`src/rtl/divider32_iter.sv`:
```
// Iterative radix-2 restoring divider, one quotient bit per cycle.
// Signed division runs on magnitudes and fixes the result signs at the end.
module divider32_iter #(
  parameter int WIDTH = 32
) (
  input  logic             clk,
  input  logic             rst_n,
  input  logic             in_valid,
  output logic             in_ready,
  input  logic [WIDTH-1:0] in1,
  input  logic [WIDTH-1:0] in2,
  input  logic             is_signed,
  output logic             out_valid,
  input  logic             out_ready,
  output logic [WIDTH-1:0] quot,
  output logic [WIDTH-1:0] rem,
  output logic             div_by_zero
);

  localparam int CW = $clog2(WIDTH);

  typedef enum logic [1:0] {IDLE, CALC, DONE} state_t;

  state_t           state, state_nx;
  logic [CW-1:0]    cnt;
  logic [WIDTH-1:0] dvd_mag, dvs_mag, part, q_acc;
  logic             neg_q, neg_r;
  logic [WIDTH-1:0] in1_mag, in2_mag;
  logic [WIDTH:0]   trial, diff;
  logic             fits;
  logic [WIDTH-1:0] part_nx, q_nx;

  always_comb begin
    in1_mag = (is_signed && in1[WIDTH-1]) ? -in1 : in1;
    in2_mag = (is_signed && in2[WIDTH-1]) ? -in2 : in2;
    // Trial keeps one extra bit so divisors above 2^(WIDTH-1) never lose the shifted-out MSB.
    trial   = {part, dvd_mag[cnt]};
    diff    = trial - {1'b0, dvs_mag};
    fits    = !diff[WIDTH];
    part_nx = fits ? diff[WIDTH-1:0] : trial[WIDTH-1:0];
    q_nx    = q_acc;
    q_nx[cnt] = fits;
  end

  always_comb begin
    state_nx  = state;
    in_ready  = (state == IDLE);
    out_valid = (state == DONE);
    case (state)
      IDLE:    if (in_valid) state_nx = (in2 == '0) ? DONE : CALC;
      CALC:    if (cnt == '0) state_nx = DONE;
      DONE:    if (out_ready) state_nx = IDLE;
      default: state_nx = IDLE;
    endcase
  end

  always_ff @(posedge clk or negedge rst_n) begin
    if (!rst_n) state <= IDLE;
    else        state <= state_nx;
  end

  always_ff @(posedge clk or negedge rst_n) begin
    if (!rst_n) begin
      cnt         <= '0;
      dvd_mag     <= '0;
      dvs_mag     <= '0;
      part        <= '0;
      q_acc       <= '0;
      neg_q       <= 1'b0;
      neg_r       <= 1'b0;
      quot        <= '0;
      rem         <= '0;
      div_by_zero <= 1'b0;
    end else begin
      case (state)
        IDLE: begin
          if (in_valid) begin
            dvd_mag <= in1_mag;
            dvs_mag <= in2_mag;
            neg_q   <= is_signed & (in1[WIDTH-1] ^ in2[WIDTH-1]);
            neg_r   <= is_signed & in1[WIDTH-1];
            part    <= '0;
            q_acc   <= '0;
            cnt     <= CW'(WIDTH - 1);
            if (in2 == '0) begin
              quot        <= '1;
              rem         <= in1;
              div_by_zero <= 1'b1;
            end
          end
        end
        CALC: begin
          part  <= part_nx;
          q_acc <= q_nx;
          cnt   <= cnt - 1'b1;
          if (cnt == '0) begin
            quot        <= neg_q ? -q_nx : q_nx;
            rem         <= neg_r ? -part_nx : part_nx;
            div_by_zero <= 1'b0;
          end
        end
        default: ;
      endcase
    end
  end

endmodule

```
`config.mk`:
```
export PLATFORM = sky130hd
export DESIGN_NAME = divider32_iter
export DESIGN_NICKNAME = d
export VERILOG_FILES = /design/src/rtl/divider32_iter.sv
export SDC_FILE = /design/constraint.sdc
export NUM_CORES = 1
export LEC_CHECK = 0
export BUFFER_PORTS_ARGS = -buffer_cell sky130_fd_sc_hd__buf_2
export CAP_MARGIN = 20
export CORE_MARGIN = 4
export CORE_UTILIZATION = 40
export CTS_CLUSTER_SIZE = 8
export DETAILED_ROUTE_END_ITERATION = 7
export GPL_ROUTABILITY_DRIVEN = 1
export GPL_TIMING_DRIVEN = 1
export PLACE_DENSITY = 0.64
export SLEW_MARGIN = 20
export SYNTH_ARGS = -nofsm -noshare
export SYNTH_HDL_FRONTEND = slang
export SYNTH_SLANG_ARGS = --single-unit
```
`constraint.sdc`:
```
create_clock -name clk -period 10.1 [get_ports clk]
set_input_delay 0.505 -clock clk [delete_from_list [all_inputs] [get_ports clk]]
set_output_delay 0.505 -clock clk [all_outputs]
set_load 0.005 [all_outputs]
```
==> flow_metrics.py <==
metrics = {
    "run_status": {
        "run_status": "finished, final reports clean",
    },
    "global_routing": {
        "largest_net_degree_at_the_start_of_global_routing": 94,
        "globalRouteTotalUtil": 0.228,
        "grt_first_pass_wirelength_mm": 71.6,
        "globalRoute.totalOverflow": 0,
        "initial_antenna_violation_count": 1,
        "grt_pass1_vias": 12787,
    },
    "place": {
        "port_buffers": 135,
        "placed_cells_incl_taps": 2266,
        "place.gp.congestion": 0.922,
        "dp_hpwl_mm": 33.1,
        "place_worst_setup_slack_ns": 2.86,
        "dpl-instance-area_um2": 15100,
    },
    "clock_tree": {
        "cts_resized": 0,
        "cts_htree_levels": 1,
        "clk_transition_reported_paths_ns": 0.05,
        "clock_latency_ns": 0.55,
        "cts-root-to-sink-buffers": 3,
        "tritoncts_clock_tree": "yes",
        "tritoncts.num_buffers": 29,
        "post_cts_hold_buffer_count": 0,
        "clock_tree.root_cell": "sky130_fd_sc_hd__clkbuf_16",
        "post_cts.repair.setup_buffers": 0,
        "cts.sink_count": 202,
    },
    "synth": {
        "synthXorXnorAreaFrac": 0.0793,
        "post-synth-top-area-fraction": 0.358,
        "synth.largest_area_cell": "sky130_fd_sc_hd__dfrtp_1",
        "ys_top_cells_by_area": "sky130_fd_sc_hd__dfrtp_1, sky130_fd_sc_hd__o21ai_0, sky130_fd_sc_hd__nand2_1",
        "synth-compound-area-share": 0.241,
        "netlist-cell-type-count": 79,
        "synth-warning-count": 0,
        "post_synth_fa_ha_maj_area_fraction": 0.0377,
        "synth_top_family_by_area": "compound AO/OA/AOI/OAI gates",
        "register_bit_count_reported_by_yosys": 202,
        "syn_area_per_cell_um2": 7.99,
        "simple_logic_cell_fraction_of_the_synthesized_area": 0.204,
        "yosys-mux-area-fraction": 0.0323,
        "post_synth_inst_count": 1768,
        "synth-main-ff-cell": "sky130_fd_sc_hd__dfrtp_1",
        "synth-edff-count": 0,
        "ys_async_sr_fraction": 1.00,
        "synthesis.nets": 1879,
        "synthesis.area_um2": 14100,
        "yosysSeqAreaShare": 0.358,
    },
    "floorplanning": {
        "coreArea_um2": 34700,
        "floorplan.die.width_um": 196,
        "die_height_um": 196,
        "fp.dieArea_um2": 38400,
        "start_util": 0.407,
        "num_ports": 136,
        "row_count": 68,
    },
    "timing": {
        "relSlewSlack": 0.250,
        "final.setup.tns_ns": 0,
        "slew_of_the_pin_with_the_lowest_slew_margin_ns": 1.12,
        "maxClockFrequency_ghz": 0.138,
        "period_minus_slack_ns": 7.25,
        "timing.final.max_slew_violations": 0,
        "setup_viol": 0,
        "rsz0062_at_grt": "no",
        "worst_clock_skew_ns": 0.0147,
        "period_share": 0.718,
        "worst_slack_ns": 2.85,
        "finalHoldViolations": 0,
    },
    "final_layout": {
        "final_cell_area_um2": 15900,
        "final_cell_count_no_fill": 2299,
        "most_common_cell_after_layout_fill_and_taps_aside": "sky130_fd_sc_hd__nand2_1",
        "antenna_cells": 0,
        "final_cell_mix": "sky130_fd_sc_hd__nand2_1, sky130_fd_sc_hd__o21ai_0, sky130_fd_sc_hd__dfrtp_1, sky130_fd_sc_hd__a21oi_1, sky130_fd_sc_hd__nor2_1",
        "finish.utilization": 0.458,
        "drive_above_1_share": 0.122,
        "area.growth.synth_to_final_pct": 12.5,
        "layout.nets": 1953,
    },
    "pwr": {
        "static-leakage-power_nw": 6.79,
        "vdd_drop_max_mv": 0.244,
        "pwr_cell_area_nw_per_um2": 418,
    },
    "critical_path": {
        "endpoint_kind": "flop",
        "cp_data_arrival_time_ns": 7.69,
        "cp-start-kind": "flop",
        "required_time_of_the_worst_setup_path_ns": 10.54,
        "worstPathMaxFanout": 27,
        "timing.critical_path.cells": "mux4_2, a22oi_1, nand2_1, nor3_1, ha_1, inv_1, fa_1, a211oi_4, nor3_2, o2111ai_1, a211oi_2, o21a_1, nor2_4, buf_4, mux2_2, nor4_2, a41oi_1, xor2_1, o22ai_1",
        "worst-setup-path-type": "reg -> reg",
        "cp_slowest_cell": "sky130_fd_sc_hd__dfrtp_1",
        "critPathTopFamily": "simple AND/OR/NAND/NOR gates",
        "crit_cells": 19,
        "rr_worst_depth": 19,
        "worst-path-buf-inv": 2,
        "max_stage_delay_ns": 0.76,
    },
    "drt": {
        "postRouteAntennaNets": 0,
        "drt_drc_violations_left": 0,
        "drt-initial-drc-count": 971,
        "drt_first_pass_iters": 5,
        "via_count": 13453,
        "wire_per_inst_um": 19.6,
        "via_to_cell_ratio": 5.85,
        "postRouteWirelength_mm": 45.1,
    },
    "job": {
        "drv.max_cap_violation_count": 0,
    },
    "hold_path": {
        "holdCritPathClass": "in -> async",
    },
}
[sequential cells by signal, summed over array words and instances, names as in the netlist]
name	cells
quot	32
div_by_zero	1
neg_r	1
q_acc	32
cnt	5
neg_q	1
dvs_mag	32
state	2
part	32
dvd_mag	32
rem	32
[routing by layer]
layer,global-route usage,vias up,wire (um),part of all wire
met1,0.293,6483,18900,0.42
li1,-,6440,-,-
met5,0,-,0,0
met4,0.0799,0,1680,0.037
met2,0.390,435,21700,0.48
met3,0.0350,95,2730,0.061
[power by group]
group | switching (mW) | internal (mW)
combinational | 2.81 | 1.53
sequential | 0.298 | 1.13
clock | 0.354 | 0.528
total | 3.46 | 3.19
[final cells by class]
type | instances | area [um^2]
clock buffer | 31 | 733
sequential | 202 | 5050
tap | 455 | 569
fill | 3478 | 18800
clock inverter | 2 | 38.8
multi-input combinational | 1390 | 8450
timing repair buffer | 150 | 797
inverter | 69 | 259
[synthesized netlist by cell type (4+ instances only)]
cell type	n
sky130_fd_sc_hd__nand2_1	239
sky130_fd_sc_hd__o21ai_0	206
sky130_fd_sc_hd__dfrtp_1	202
sky130_fd_sc_hd__a21oi_1	150
sky130_fd_sc_hd__nor2_1	149
sky130_fd_sc_hd__clkbuf_1	83
sky130_fd_sc_hd__xnor2_1	77
sky130_fd_sc_hd__nand3_1	71
sky130_fd_sc_hd__inv_1	69
sky130_fd_sc_hd__xor2_1	51
sky130_fd_sc_hd__ha_1	41
sky130_fd_sc_hd__a31oi_1	39
sky130_fd_sc_hd__nor3_1	39
sky130_fd_sc_hd__mux2i_1	22
sky130_fd_sc_hd__a21boi_0	20
sky130_fd_sc_hd__buf_2	18
sky130_fd_sc_hd__o31ai_1	18
sky130_fd_sc_hd__a21o_1	16
sky130_fd_sc_hd__and3_1	14
sky130_fd_sc_hd__nor3b_1	14
sky130_fd_sc_hd__nor4_1	14
sky130_fd_sc_hd__nand2b_1	13
sky130_fd_sc_hd__and2_1	12
sky130_fd_sc_hd__o211ai_1	11
sky130_fd_sc_hd__o21ai_1	9
sky130_fd_sc_hd__a211oi_1	8
sky130_fd_sc_hd__mux4_2	8
sky130_fd_sc_hd__nor2b_1	8
sky130_fd_sc_hd__o21a_1	8
sky130_fd_sc_hd__o41ai_1	8
sky130_fd_sc_hd__or4_1	8
sky130_fd_sc_hd__nand3b_1	7
sky130_fd_sc_hd__nand4_1	7
sky130_fd_sc_hd__or3_1	7
sky130_fd_sc_hd__buf_1	6
sky130_fd_sc_hd__a2111oi_0	5
sky130_fd_sc_hd__a221o_1	5
sky130_fd_sc_hd__a31o_2	5
sky130_fd_sc_hd__mux2_2	5
sky130_fd_sc_hd__a211o_1	4
sky130_fd_sc_hd__a211oi_2	4
sky130_fd_sc_hd__a41oi_1	4
sky130_fd_sc_hd__and3b_1	4
sky130_fd_sc_hd__o21bai_1	4
sky130_fd_sc_hd__o22ai_1	4
[worst register-to-register path: cells and delay by family, from the launching register on]
kind | cells | cell delay [ns]
AO/OA/AOI/OAI | 7 | 1.86
XOR/XNOR | 1 | 0.18
adder cells (fa/ha/maj) | 2 | 0.71
buffers and inverters | 2 | 0.48
flip-flops | 1 | 0.76
multiplexers | 2 | 1.07
AND/OR/NAND/NOR | 5 | 2.06
[logic make-up after synthesis]
family / count (synthesis)
flip-flops: 202
AND/OR/NAND/NOR: 623
adder cells (fa/ha/maj): 42
AO/OA/AOI/OAI: 562
multiplexers: 35
XOR/XNOR: 128
buffers and inverters: 176
[stage by stage]
stage / hold WS [ns] / total power [mW]
2_1_floorplan: 0.209 / 4.51
3_3_place_gp: 0.462 / 5.67
3_5_place_dp: 0.472 / 5.72
4_1_cts: 0.0641 / 6.63
5_1_grt: 0.0867 / 7.20
6_report: 0.0265 / 6.65
[final timing paths]
kind | from | endpoint | slack [ns]
max | cnt[0] | rem[28] | 2.85
min | rst_n | quot[25] | 0.03
max reg2reg | cnt[0] | rem[28] | 2.85
min reg2reg | dvs_mag[22] | dvs_mag[22] | 0.47
max in group asynchronous | rst_n | q_acc[30] | 8.69
min in group clk | out_ready | state[1] | 0.19
(Power assumes the default switching activity.)
